--- config.mk ---
export PLATFORM = sky130hd
export DESIGN_NAME = seg_scan_decoder
export DESIGN_NICKNAME = d
export VERILOG_FILES = /design/src/rtl/seg_scan_decoder.sv
export SDC_FILE = /design/constraint.sdc
export NUM_CORES = 1
export LEC_CHECK = 0
export ABC_AREA = 1
export CAP_MARGIN = 20
export CORE_UTILIZATION = 45
export DETAILED_ROUTE_END_ITERATION = 16
export MAX_ROUTING_LAYER = met4
export PLACE_DENSITY = 0.75
export SYNTH_ARGS = -nofsm -noshare
export SYNTH_HDL_FRONTEND = slang
export SYNTH_SLANG_ARGS = --single-unit
--- constraint.sdc ---
create_clock -name clk -period 4.19 [get_ports clk]
set_clock_uncertainty 0.05 [all_clocks]
set_input_delay 0.838 -clock clk [delete_from_list [all_inputs] [get_ports clk]]
set_output_delay 0.838 -clock clk [all_outputs]
set_load 0.1 [all_outputs]
--- src/rtl/seg_scan_decoder.sv ---
// Recovers the four digits shown on a multiplexed, active-low 7-segment display
// by sampling the segment bus once per settled anode dwell.
module seg_scan_decoder #(
  parameter int SETTLE_CYCLES = 16,
  parameter int BLINK_WINDOW  = 64
) (
  input  logic       clk,
  input  logic       rst,
  input  logic [6:0] seg_data,
  input  logic [3:0] AN,
  output logic [3:0] digit_0,
  output logic [3:0] digit_1,
  output logic [3:0] digit_2,
  output logic [3:0] digit_3,
  output logic [3:0] digit_valid,
  output logic [3:0] blank,
  output logic [3:0] blink,
  output logic       frame_done,
  output logic       err
);

  logic [6:0] seg_s1, seg_s2;
  logic [3:0] an_s1, an_s2, an_prev;
  logic [7:0] dwell;
  logic       strobe;

  logic [3:0] digits [4];
  logic [6:0] quiet  [4];
  logic [3:0] seen;
  logic [3:0] lit_last;
  logic [1:0] last_pos;

  logic       pos_ok;
  logic [1:0] pos;
  logic       dec_ok;
  logic [3:0] dec_val;
  logic       seg_off;
  logic [6:0] quiet_inc;

  assign digit_0 = digits[0];
  assign digit_1 = digits[1];
  assign digit_2 = digits[2];
  assign digit_3 = digits[3];

  // A strobe is only honoured while AN is stable, so a change on the strobe cycle discards it.
  assign strobe = (an_s2 == an_prev) && (dwell == 8'(SETTLE_CYCLES - 1));

  always_comb begin
    pos_ok = 1'b1;
    pos    = 2'd0;
    case (an_s2)
      4'b0111: pos = 2'd0;
      4'b1011: pos = 2'd1;
      4'b1101: pos = 2'd2;
      4'b1110: pos = 2'd3;
      default: pos_ok = 1'b0;
    endcase
  end

  always_comb begin
    dec_ok  = 1'b1;
    dec_val = 4'd0;
    seg_off = 1'b0;
    case (seg_s2)
      7'b0000001: dec_val = 4'd0;
      7'b1001111: dec_val = 4'd1;
      7'b0010010: dec_val = 4'd2;
      7'b0000110: dec_val = 4'd3;
      7'b1001100: dec_val = 4'd4;
      7'b0100100: dec_val = 4'd5;
      7'b0100000: dec_val = 4'd6;
      7'b0001111: dec_val = 4'd7;
      7'b0000000: dec_val = 4'd8;
      7'b0000100: dec_val = 4'd9;
      7'b1111111: begin
        dec_ok  = 1'b0;
        seg_off = 1'b1;
      end
      default: dec_ok = 1'b0;
    endcase
  end

  always_comb begin
    quiet_inc = quiet[pos];
    if (quiet[pos] != '1) quiet_inc = quiet[pos] + 7'd1;
  end

  always_ff @(posedge clk or posedge rst) begin
    if (rst) begin
      seg_s1      <= '1;
      seg_s2      <= '1;
      an_s1       <= '1;
      an_s2       <= '1;
      an_prev     <= '1;
      dwell       <= '0;
      digit_valid <= '0;
      blank       <= '0;
      blink       <= '0;
      frame_done  <= 1'b0;
      err         <= 1'b0;
      seen        <= '0;
      lit_last    <= '0;
      last_pos    <= '0;
      for (int unsigned i = 0; i < 4; i++) begin
        digits[i] <= '0;
        quiet[i]  <= '0;
      end
    end else begin
      seg_s1  <= seg_data;
      seg_s2  <= seg_s1;
      an_s1   <= AN;
      an_s2   <= an_s1;
      an_prev <= an_s2;

      if (an_s2 != an_prev)  dwell <= '0;
      else if (dwell != '1)  dwell <= dwell + 8'd1;

      err        <= 1'b0;
      frame_done <= 1'b0;

      if (strobe && an_s2 != 4'b1111) begin
        if (!pos_ok) begin
          err <= 1'b1;
        end else begin
          last_pos   <= pos;
          frame_done <= (pos == 2'd3) && (last_pos == 2'd2);
          if (!dec_ok && !seg_off) begin
            err <= 1'b1;
          end else begin
            if (dec_ok) begin
              digits[pos]      <= dec_val;
              digit_valid[pos] <= 1'b1;
              blank[pos]       <= 1'b0;
            end else begin
              blank[pos] <= 1'b1;
            end
            seen[pos]     <= 1'b1;
            lit_last[pos] <= dec_ok;
            // The first sample after reset has no predecessor and never counts as a toggle.
            if (seen[pos] && (lit_last[pos] != dec_ok)) begin
              quiet[pos] <= '0;
              blink[pos] <= 1'b1;
            end else begin
              quiet[pos] <= quiet_inc;
              if (quiet_inc == 7'(BLINK_WINDOW - 1)) blink[pos] <= 1'b0;
            end
          end
        end
      end
    end
  end

endmodule

==> flow_summary.toml, run 1 <==
[grt]
use_met1_pct = 27.63
grt_pass1_wl_mm = 17.32
grt_pass1_vias = 3631
busiest_layer = "met2"
antenna_found_initial = 0
globalRouteOverflowTotal = 0
track_usage_pct = 22.37
grt_max_degree = 50
use_met3_pct = 3.797
use_met2_pct = 35.95

[sta]
fin_crit_sh_pct = 70.21
worst_slack_ns = 1.248
period_needed_ns = 2.942
slew_viol_final = 0
rsz0062_at_grt = "false"
maxSlewHeadroom_pct = 33.36
fmax_mhz = 339.9
hold_viol_final = 0
finalSetupViolCount = 0
worst_pin_slew_ns = 0.9965
tns_ns = 0

[floorplan]
io_pins = 43
die_y_um = 102.8
coreArea_um2 = 9819
initial_core_util_pct = 46.56
rows = 36
die_area_um2 = 10570
fp.dieW_um = 102.8

[cells_and_area]
drive_gt1_share_pct = 15.64
multi_input_area_um2 = 1679
fin_nets = 579
seq_area_um2 = 2585
n_fill_cell = 921
diodes = 0
area_growth_pct = 15.49

[power]
p_int_mw = 1.265
power_leakage_nw = 2.535
p_comb_share_pct = 5.4
switching_power_mw = 0.4352
swShare_pct = 25.60
vdd_drop_max_mv = 0.1708
p_seq_share_pct = 59.9
power.density_nw_per_um2 = 321.9
clkPwrFrac_pct = 34.7

[clocking]
clkTransAtPathRegs_ns = 0.11
cts_tree = "built"
clock_latency_ns = 0.37
cts_hold_buf = 0
clockBufferDepth = 2
post_cts_resize_count = 0
cts_made_buffers = 9
cts-root-buf = "clkbuf_8"
cts.sinks = 102
postCtsSetupRepairBufs = 0
htreeDepth = 3

[logic_synthesis]
synth_nets = 531
syn_area_per_cell_um2 = 8.860
synthAdderAreaFrac_pct = 0.5473
synthTopCellsByArea = "dfrtp_1 42%, dfstp_2 15%, nand2_1 12%"
ys_types = 32
netlist_area_um2 = 4572
synth_top_area_cell = "dfrtp_1"
ys_seq_area_share_pct = 56.54
synth_top_family_by_area = "simple AND/OR/NAND/NOR gates"
ys_warn_count = 0
synth_mux_area_share_pct = 0
synth_top_area_share_pct = 41.60
synth-xor-area-share_pct = 0.5747
synth-simple-area-share_pct = 26.08
syn_inst = 516
ys_ff_latch = 102
synth-compound-area-share_pct = 9.524

[critical_path]
cp.required_ns = 4.40
r2r-start = "an_s2[3]"
r2r_slack_ns = 1.25
reg2regPathDepth = 17
crit_fanout = 16
cp-endpoint = "quiet[24]"
start_kind = "register"
critPathArrivalTime_ns = 3.16
startpoint = "an_s2[3]"
crit_type = "reg -> reg"
endpoint_kind = "register"
r2r-end = "quiet[24]"

[placed_design]
gp_congestion = 0.9303
pre_cts_ws_ns = 1.333
dp_hpwl_mm = 7.221
portBuffers = 42

[job]
maxCapViolations = 0

[hold_path]
hold_depth = 0
hp-class = "reg -> reg"

[routing]
route.detailed.vias_per_inst = 5.150
ant_nets = 0
first_pass_iters = 4
vias = 3615
drc = 0
drt_wl_total_mm = 10.18
avgRoutedWirePerCell_um = 14.50
drt_iter0_drc = 215

[status]
outcome = "complete, no violations"
[synthesized netlist by cell type, drive strengths merged]
cell / instances
a21oi: 10
nand3: 32
o21ai: 57
a211oi: 2
nand4: 9
nor3b: 1
a31oi: 3
dfstp: 26
inv: 62
buf: 7
xor2: 3
nor2: 48
nor4: 2
o21a: 5
or2: 7
dfrtp: 76
nor3: 6
ha: 2
o221ai: 2
nand2: 156
[power groups by stage]
stage	clock (mW)	combinational, mW	sequential (mW)
after global placement	0	0.0908	1.03
after floorplan	0	0.0631	1.03
final	0.590	0.0924	1.02
after CTS	0.602	0.0935	1.02
after global routing	0.640	0.105	1.02
after detailed placement	0	0.0931	1.04
[per-stage QoR]
| step | cells | utilization, % | instance area [um2] | hold WS (ns) | power [mW] |
|---|---|---|---|---|---|
| after floorplan | 516 | - | 4572 | 0.2952 | 1.097 |
| after global placement | 686 | 51.95 | 5101 | 0.2955 | 1.126 |
| after detailed placement | 686 | 51.95 | 5101 | 0.2968 | 1.129 |
| after CTS | 702 | 53.77 | 5280 | 0.3023 | 1.713 |
| after global routing | 702 | 53.77 | 5280 | 0.3085 | 1.765 |
| final | 702 | 53.77 | 5280 | 0.2981 | 1.700 |
[area by class of cell]
type	instances	share of cell area (%)
sequential	102	48.96
inverter	62	4.455
timing repair buffer	44	8.246
clock inverter	6	0.9716
clock buffer	10	2.417
tap	133	3.152
multi-input combinational	345	31.80
[metal layers]
layer	up-vias	share of wire [%]
li1	1752	-
met1	1727	44
met2	110	48
met3	26	5.4
met4	0	2.6
met5	-	0
[worst min path at each step]
stage,slack (ns),endpoint,startpoint
floorplan,0.30,an_s2[0],an_s1[0]
global placement,0.30,seg_s2[5],seg_s1[5]
detailed placement,0.30,an_s2[1],an_s1[1]
CTS,0.30,an_s2[1],an_s1[1]
global route,0.31,an_s2[1],an_s1[1]
finish,0.30,an_s2[1],an_s1[1]
[flip-flops by register name, indices dropped and copies added (netlist names), named ones only]
| signal | cells |
|---|---|
| seg_s1 | 7 |
| lit_last | 4 |
| an_s1 | 4 |
| an_s2 | 4 |
| digit_2 | 4 |
| an_prev | 4 |
| digit_valid | 4 |
| err | 1 |
| frame_done | 1 |
| digit_0 | 4 |
| dwell | 8 |
| digit_3 | 4 |
| seg_s2 | 7 |
| digit_1 | 4 |
| last_pos | 2 |
| quiet | 28 |
| seen | 4 |
[worst max-delay path: stages (launching register included)]
cell and delay (ns):
dfstp_2 0.59, inv_1 0.06, nor2_1 0.18, nand2_2 0.29, inv_1 0.23, nand2_1 0.07, nand3_1 0.11, nand2_2 0.12
ha_1 0.28, nand3_1 0.11, nor2_1 0.05, nand2_2 0.09, nor2_4 0.06, inv_2 0.13, nand2_1 0.07, nand2_1 0.15
nand2_1 0.08, o21a_1 0.11
[cell families (layout without fill, tap and decap cells)]
family	Yosys count	count (layout)
fa+ha+maj	2	2
xor+xnor	3	3
flops	102	102
buf+inv	69	122
compound gates	79	79
simple gates	261	261
[placed cells by master (no fill, tap or decap), types with 2 or more instances in the layout]
cell             Yosys  routed
o21ai_0             33      33
o221ai_1             2       2
nand2_4              2       2
nand2_1            145     145
nand3_1             31      31
o21ai_2              2       2
nor3_1               6       6
o21ai_1             22      22
ha_1                 2       2
dfstp_2             26      26
inv_6                0       4
o21a_1               5       5
nor2_1              37      37
nand4_1              8       8
nand2_2              9       9
buf_4                1       2
or2_2                6       6
a31oi_1              3       3
nor2_2               3       3
xor2_1               3       3
a211oi_1             2       2
a21oi_1              9       9
clkdlybuf4s50_1      0      42
inv_2               12      12
dfrtp_1             76      76
nor2_4               8       8
clkbuf_8             0       9
inv_1               50      49
nor4_1               2       2
(Power assumes the default switching activity.)
==> run 2, diff against run 1 <==
--- a/config.mk
+++ b/config.mk
@@ -10,7 +10,7 @@
 export CORE_UTILIZATION = 45
 export DETAILED_ROUTE_END_ITERATION = 16
 export MAX_ROUTING_LAYER = met4
-export PLACE_DENSITY = 0.75
+export PLACE_DENSITY = 0.78
 export SYNTH_ARGS = -nofsm -noshare
 export SYNTH_HDL_FRONTEND = slang
 export SYNTH_SLANG_ARGS = --single-unit
==> constraint.sdc (replaced) <==
create_clock -name clk -period 2.7 [get_ports clk]
set_clock_uncertainty 0.05 [all_clocks]
set_input_delay 0.54 -clock clk [delete_from_list [all_inputs] [get_ports clk]]
set_output_delay 0.54 -clock clk [all_outputs]
set_load 0.1 [all_outputs]
==> flow_summary.toml, run 2 (same netlist as run 1, synthesis figures left out) <==
[grt]
globalRouteOverflowTotal = 0
use_met2_pct = 34.21
grt_pass1_vias = 3558
track_usage_pct = 21.26
antenna_found_initial = 0
busiest_layer = "met2"
use_met1_pct = 27.11
grt_pass1_wl_mm = 16.75
use_met3_pct = 4.339
grt_max_degree = 103

[critical_path]
start_kind = "register"
crit_fanout = 6
crit_type = "reg -> reg"
slowest_stage = "dfstp_2"
critPathArrivalTime_ns = 2.72
reg2regPathDepth = 16
cp_cell_sequence = "inv_1, nor2_4, nand3_1, nand2_1, nor2_1, nor2_2, ha_2, nand3_1, nor2_1, nand2_2, nor2_4, inv_2, nand2_4, nand4_1, nand2_1, nand2_1"
r2r-start = "an_s2[3]"
critPathMaxStageDelay_ns = 0.58
r2r_slack_ns = 0.20
endpoint_kind = "register"
cp_common_cell = "nand2_1"
cp.required_ns = 2.92

[cells_and_area]
drive_gt1_share_pct = 25.55
largest-register = "quiet"
mostFrequentLayoutCell = "nand2_1"
reg_top3 = "quiet (28), dwell (8)"
layout_common_cells = "144 x nand2_1, 76 x dfrtp_1, 56 x buf_4"
final_cell_area_um2 = 5458
n_fill_cell = 892
area_growth_pct = 19.38
stdcell_count = 728
largest_reg_flops = 28
diodes = 0
fin_nets = 605

[routing]
drc = 0
route.detailed.vias_per_inst = 5.139
drt_wl_total_mm = 10.23
avgRoutedWirePerCell_um = 14.05
vias = 3741
ant_nets = 0
drt_iter0_drc = 321
first_pass_iters = 5

[clocking]
cts-root-buf = "clkbuf_8"
htreeDepth = 3
cts_made_buffers = 9
cts_tree = "built"
clkTransAtPathRegs_ns = 0.10
clock_latency_ns = 0.37
clockBufferDepth = 2
cts_hold_buf = 0
cts.sinks = 102

[power]
vdd_drop_max_mv = 0.3973
power.density_nw_per_um2 = 489.0
p_total_mw = 2.669
power_leakage_nw = 2.730

[floorplan]
rows = 36
fp.dieW_um = 102.8
io_pins = 43
die_area_um2 = 10570
die_y_um = 102.8
initial_core_util_pct = 46.56
coreArea_um2 = 9819

[sta]
tns_ns = 0
slew_viol_final = 0
worst_slack_ns = 0.1998
worst_pin_slew_ns = 0.5139
period_needed_ns = 2.500
fmax_mhz = 400.0
maxSlewHeadroom_pct = 65.74
finalSetupViolCount = 0
hold_viol_final = 0
fin_crit_sh_pct = 92.60

[placed_design]
placed_cells_incl_taps = 691
place_area_um2 = 5077
dp_hpwl_mm = 6.918
gp_congestion = 0.8901
portBuffers = 42
pre_cts_ws_ns = 0.01698

[job]
maxCapViolations = 0

[hold_path]
worstHoldStart = "seg_s1[3]"
hold_depth = 0
hp-class = "reg -> reg"
hold_end = "seg_s2[3]"

[status]
outcome = "complete, no violations"
## run 2: cell types whose count changed in the layout (fill, tap and decap cells not counted), sizes merged
cell / previous run / this run
buf: 2 / 57
nand2: 156 / 157
clkinvlp: 0 / 1
inv: 67 / 64
clkinv: 1 / 3
clkdlybuf4s50: 42 / 12
## run 2: through the flow
stage | hold slack, ns | utilization (%)
2_1_floorplan | 0.2952 | -
4_1_cts | 0.3122 | 53.63
5_1_grt | 0.3173 | 55.58
3_5_place_dp | 0.2973 | 51.71
6_report | 0.3104 | 55.58
3_3_place_gp | 0.2957 | 51.71
## run 2: layer usage
| metal | share of wire [%] | up-vias |
|---|---|---|
| li1 | - | 1800 |
| met1 | 44 | 1798 |
| met2 | 50 | 126 |
| met3 | 4.7 | 17 |
| met4 | 1.2 | 0 |
| met5 | 0 | - |
## run 2: how the worst max path moves through the flow
stage	from	endpoint	slack [ns]	cells after the start
2_1_floorplan	an_s2[3]	register	0.26	17
3_3_place_gp	an_s2[0]	register	0.15	16
3_5_place_dp	an_s2[1]	register	0.02	16
4_1_cts	an_s2[1]	register	0.002	16
5_1_grt	an_s2[3]	register	-0.02	16
6_report	an_s2[3]	register	0.20	16
## run 2: power breakdown
group | switching, mW | internal, mW
clock | 0.545 | 0.375
sequential | 0.0164 | 1.56
combinational | 0.109 | 0.0601
total | 0.670 | 2.00
## run 2: layout make-up
cell class / instances / area, um2 / area share [%]
clock buffer: 10 / 137.6 / 2.522
clock inverter: 6 / 51.30 / 0.9399
inverter: 62 / 236.5 / 4.333
multi-input combinational: 346 / 1720 / 31.52
sequential: 102 / 2585 / 47.36
tap: 133 / 166.4 / 3.049
timing repair buffer: 69 / 560.5 / 10.27
## run 2: worst max-delay path: cells and delay by family, from the launching register on
family / cells / cell delay, ns
buffers and inverters: 2 / 0.20
adders and majority gates: 1 / 0.24
and+or+nand+nor: 13 / 1.34
DFF: 1 / 0.58
## run 2: what timing repair did
item                                    4_1_cts  5_1_grt
setup buffers                                 0       20
endpoints found under the setup margin        0       28
resized for setup                             0       11
==> run 3, diff against run 2 <==
==> constraint.sdc (replaced) <==
create_clock -name clk -period 2.1 [get_ports clk]
set_clock_uncertainty 0.05 [all_clocks]
set_input_delay 0.42 -clock clk [delete_from_list [all_inputs] [get_ports clk]]
set_output_delay 0.42 -clock clk [all_outputs]
set_load 0.1 [all_outputs]
==> flow_summary.toml, run 3 (same netlist as run 1, synthesis figures left out) <==
[status]
outcome = "finished with violations"
violations = "negative setup slack"

[sta]
worst_slack_ns = -0.3359
slew_viol_final = 0
fmax_mhz = 410.5
worst_pin_slew_ns = 0.5589
finalSetupViolCount = 63
period_needed_ns = 2.436
maxSlewHeadroom_pct = 62.74
fin_crit_sh_pct = 116.0
tns_ns = -14.53
rsz0062_at_grt = "true"
hold_viol_final = 0
hold_slack_ns = 0.3093

[routing]
drt_iter0_drc = 214
first_pass_iters = 5
vias = 4140
drc = 0
ant_nets = 0
avgRoutedWirePerCell_um = 15.87
route.detailed.vias_per_inst = 5.260
drt_wl_total_mm = 12.49

[grt]
track_usage_pct = 25.86
grt_max_degree = 51
antenna_found_initial = 0
grt_pass1_vias = 4248
grt_pass1_wl_mm = 20.05
globalRouteOverflowTotal = 0

[cells_and_area]
stdcell_count = 787
fin_nets = 664
drive_gt1_share_pct = 39.30
seq_area_um2 = 2585
multi_input_area_um2 = 1978
layout_common_cells = "129 x nand2_1, 101 x buf_4, 76 x dfrtp_1"
reg_top3 = "quiet (28), dwell (8)"
mostFrequentLayoutCell = "nand2_1"
largest_reg_flops = 28
diodes = 0
n_fill_cell = 742
area_growth_pct = 37.79
largest-register = "quiet"
final_cell_area_um2 = 6300
final_util_pct = 64.16

[placed_design]
pre_cts_ws_ns = -0.3502
placed_cells_incl_taps = 746
dp_hpwl_mm = 8.152
place_area_um2 = 5558
portBuffers = 42
gp_congestion = 0.9142

[power]
power.density_nw_per_um2 = 571.7
power_leakage_nw = 3.106
p_total_mw = 3.602
vdd_drop_max_mv = 0.5105

[critical_path]
start_kind = "register"
slowest_stage = "dfstp_2"
critPathBufInv = 3
cp.required_ns = 2.30
crit_type = "reg -> reg"
critPathMaxStageDelay_ns = 0.60
endpoint_kind = "register"
crit_fanout = 8
critPathArrivalTime_ns = 2.64
cp_cell_sequence = "inv_2, nor2_4, nand2_4, buf_6, nor2_2, nor2_2, nand2_1, nand2_2, nor2_4, nand2_2, nor2_4, buf_12, nand3_1, nand3_4, o21ai_1"
cp_common_cell = "nor2_4"
crit_family = "simple AND/OR/NAND/NOR gates"

[job]
maxCapViolations = 0

[clocking]
cts_hold_buf = 0
htreeDepth = 3
cts_made_buffers = 9
cts_tree = "built"
clockBufferDepth = 2
clkTransAtPathRegs_ns = 0.10
clock_latency_ns = 0.37
cts-root-buf = "clkbuf_8"
cts.sinks = 102

[hold_path]
hp-class = "reg -> reg"

[floorplan]
initial_core_util_pct = 46.56
coreArea_um2 = 9819
rows = 36
fp.dieW_um = 102.8
io_pins = 43
die_area_um2 = 10570
die_y_um = 102.8
run 3: cell types whose count changed in the layout (fill, tap and decap cells not counted), moves of 7 or more:
cell	before	now
buf_4	56	101
buf_6	0	10
nor2_1	34	21
nand2_2	9	16
nand2_1	144	129
nor2_4	9	16
inv_4	0	10
o21ai_2	1	8
run 3: per-layer routing:
metal / track usage [%] / share of wire (%) / up-vias
met1: 30.22 / 40 / 2005
met2: 43.59 / 51 / 159
met5: - / 0 / -
met4: 11.92 / 3.8 / 0
met3: 4.542 / 5.2 / 50
li1: - / - / 1926
run 3: worst register-to-register path, cell delays in order (launching register included):
cell,delay (ns)
dfstp_2,0.60
inv_2,0.07
nor2_4,0.13
nand2_4,0.12
buf_6,0.15
nor2_2,0.16
nor2_2,0.07
nand2_1,0.07
nand2_2,0.08
nor2_4,0.13
nand2_2,0.08
nor2_4,0.17
buf_12,0.14
nand3_1,0.11
nand3_4,0.11
o21ai_1,0.08
run 3: area by class of cell:
class | instances | share of cell area, %
flip-flops and latches | 102 | 41.03
multi-input cells | 345 | 31.40
repair buffers | 128 | 17.32
inverters | 62 | 4.310
well taps | 133 | 2.642
clock buffers | 12 | 2.304
clock inverters | 4 | 0.8739
repair inverters | 1 | 0.1192
run 3: final timing paths:
| path | from | to | slack [ns] | cells after the start |
|---|---|---|---|---|
| worst min-delay path | seg_s1[3] | seg_s2[3] | 0.31 | 0 |
| max in group asynchronous | rst | an_s2[2] | 1.02 | 3 |
| worst min register to register | seg_s1[3] | seg_s2[3] | 0.31 | 0 |
| worst max register to register | an_s2[3] | quiet[21] | -0.34 | 15 |
| min in group asynchronous | rst | dwell[4] | 0.36 | 2 |
| worst max-delay path | an_s2[3] | quiet[21] | -0.34 | 15 |
run 3: timing repair:
action                                  CTS  global route
gates cloned                              1             0
gates resized for setup                  56            42
endpoints found under the hold margin     0             0
buffers inserted                         16             9
endpoints found under the setup margin   60            67
pin swaps                                21            25
run 3: where the power goes:
group / total, mW / switching (mW) / internal [mW]
Clock: 1.27 / 0.671 / 0.594
Combinational: 0.302 / 0.177 / 0.126
Sequential: 2.03 / 0.0236 / 2.01
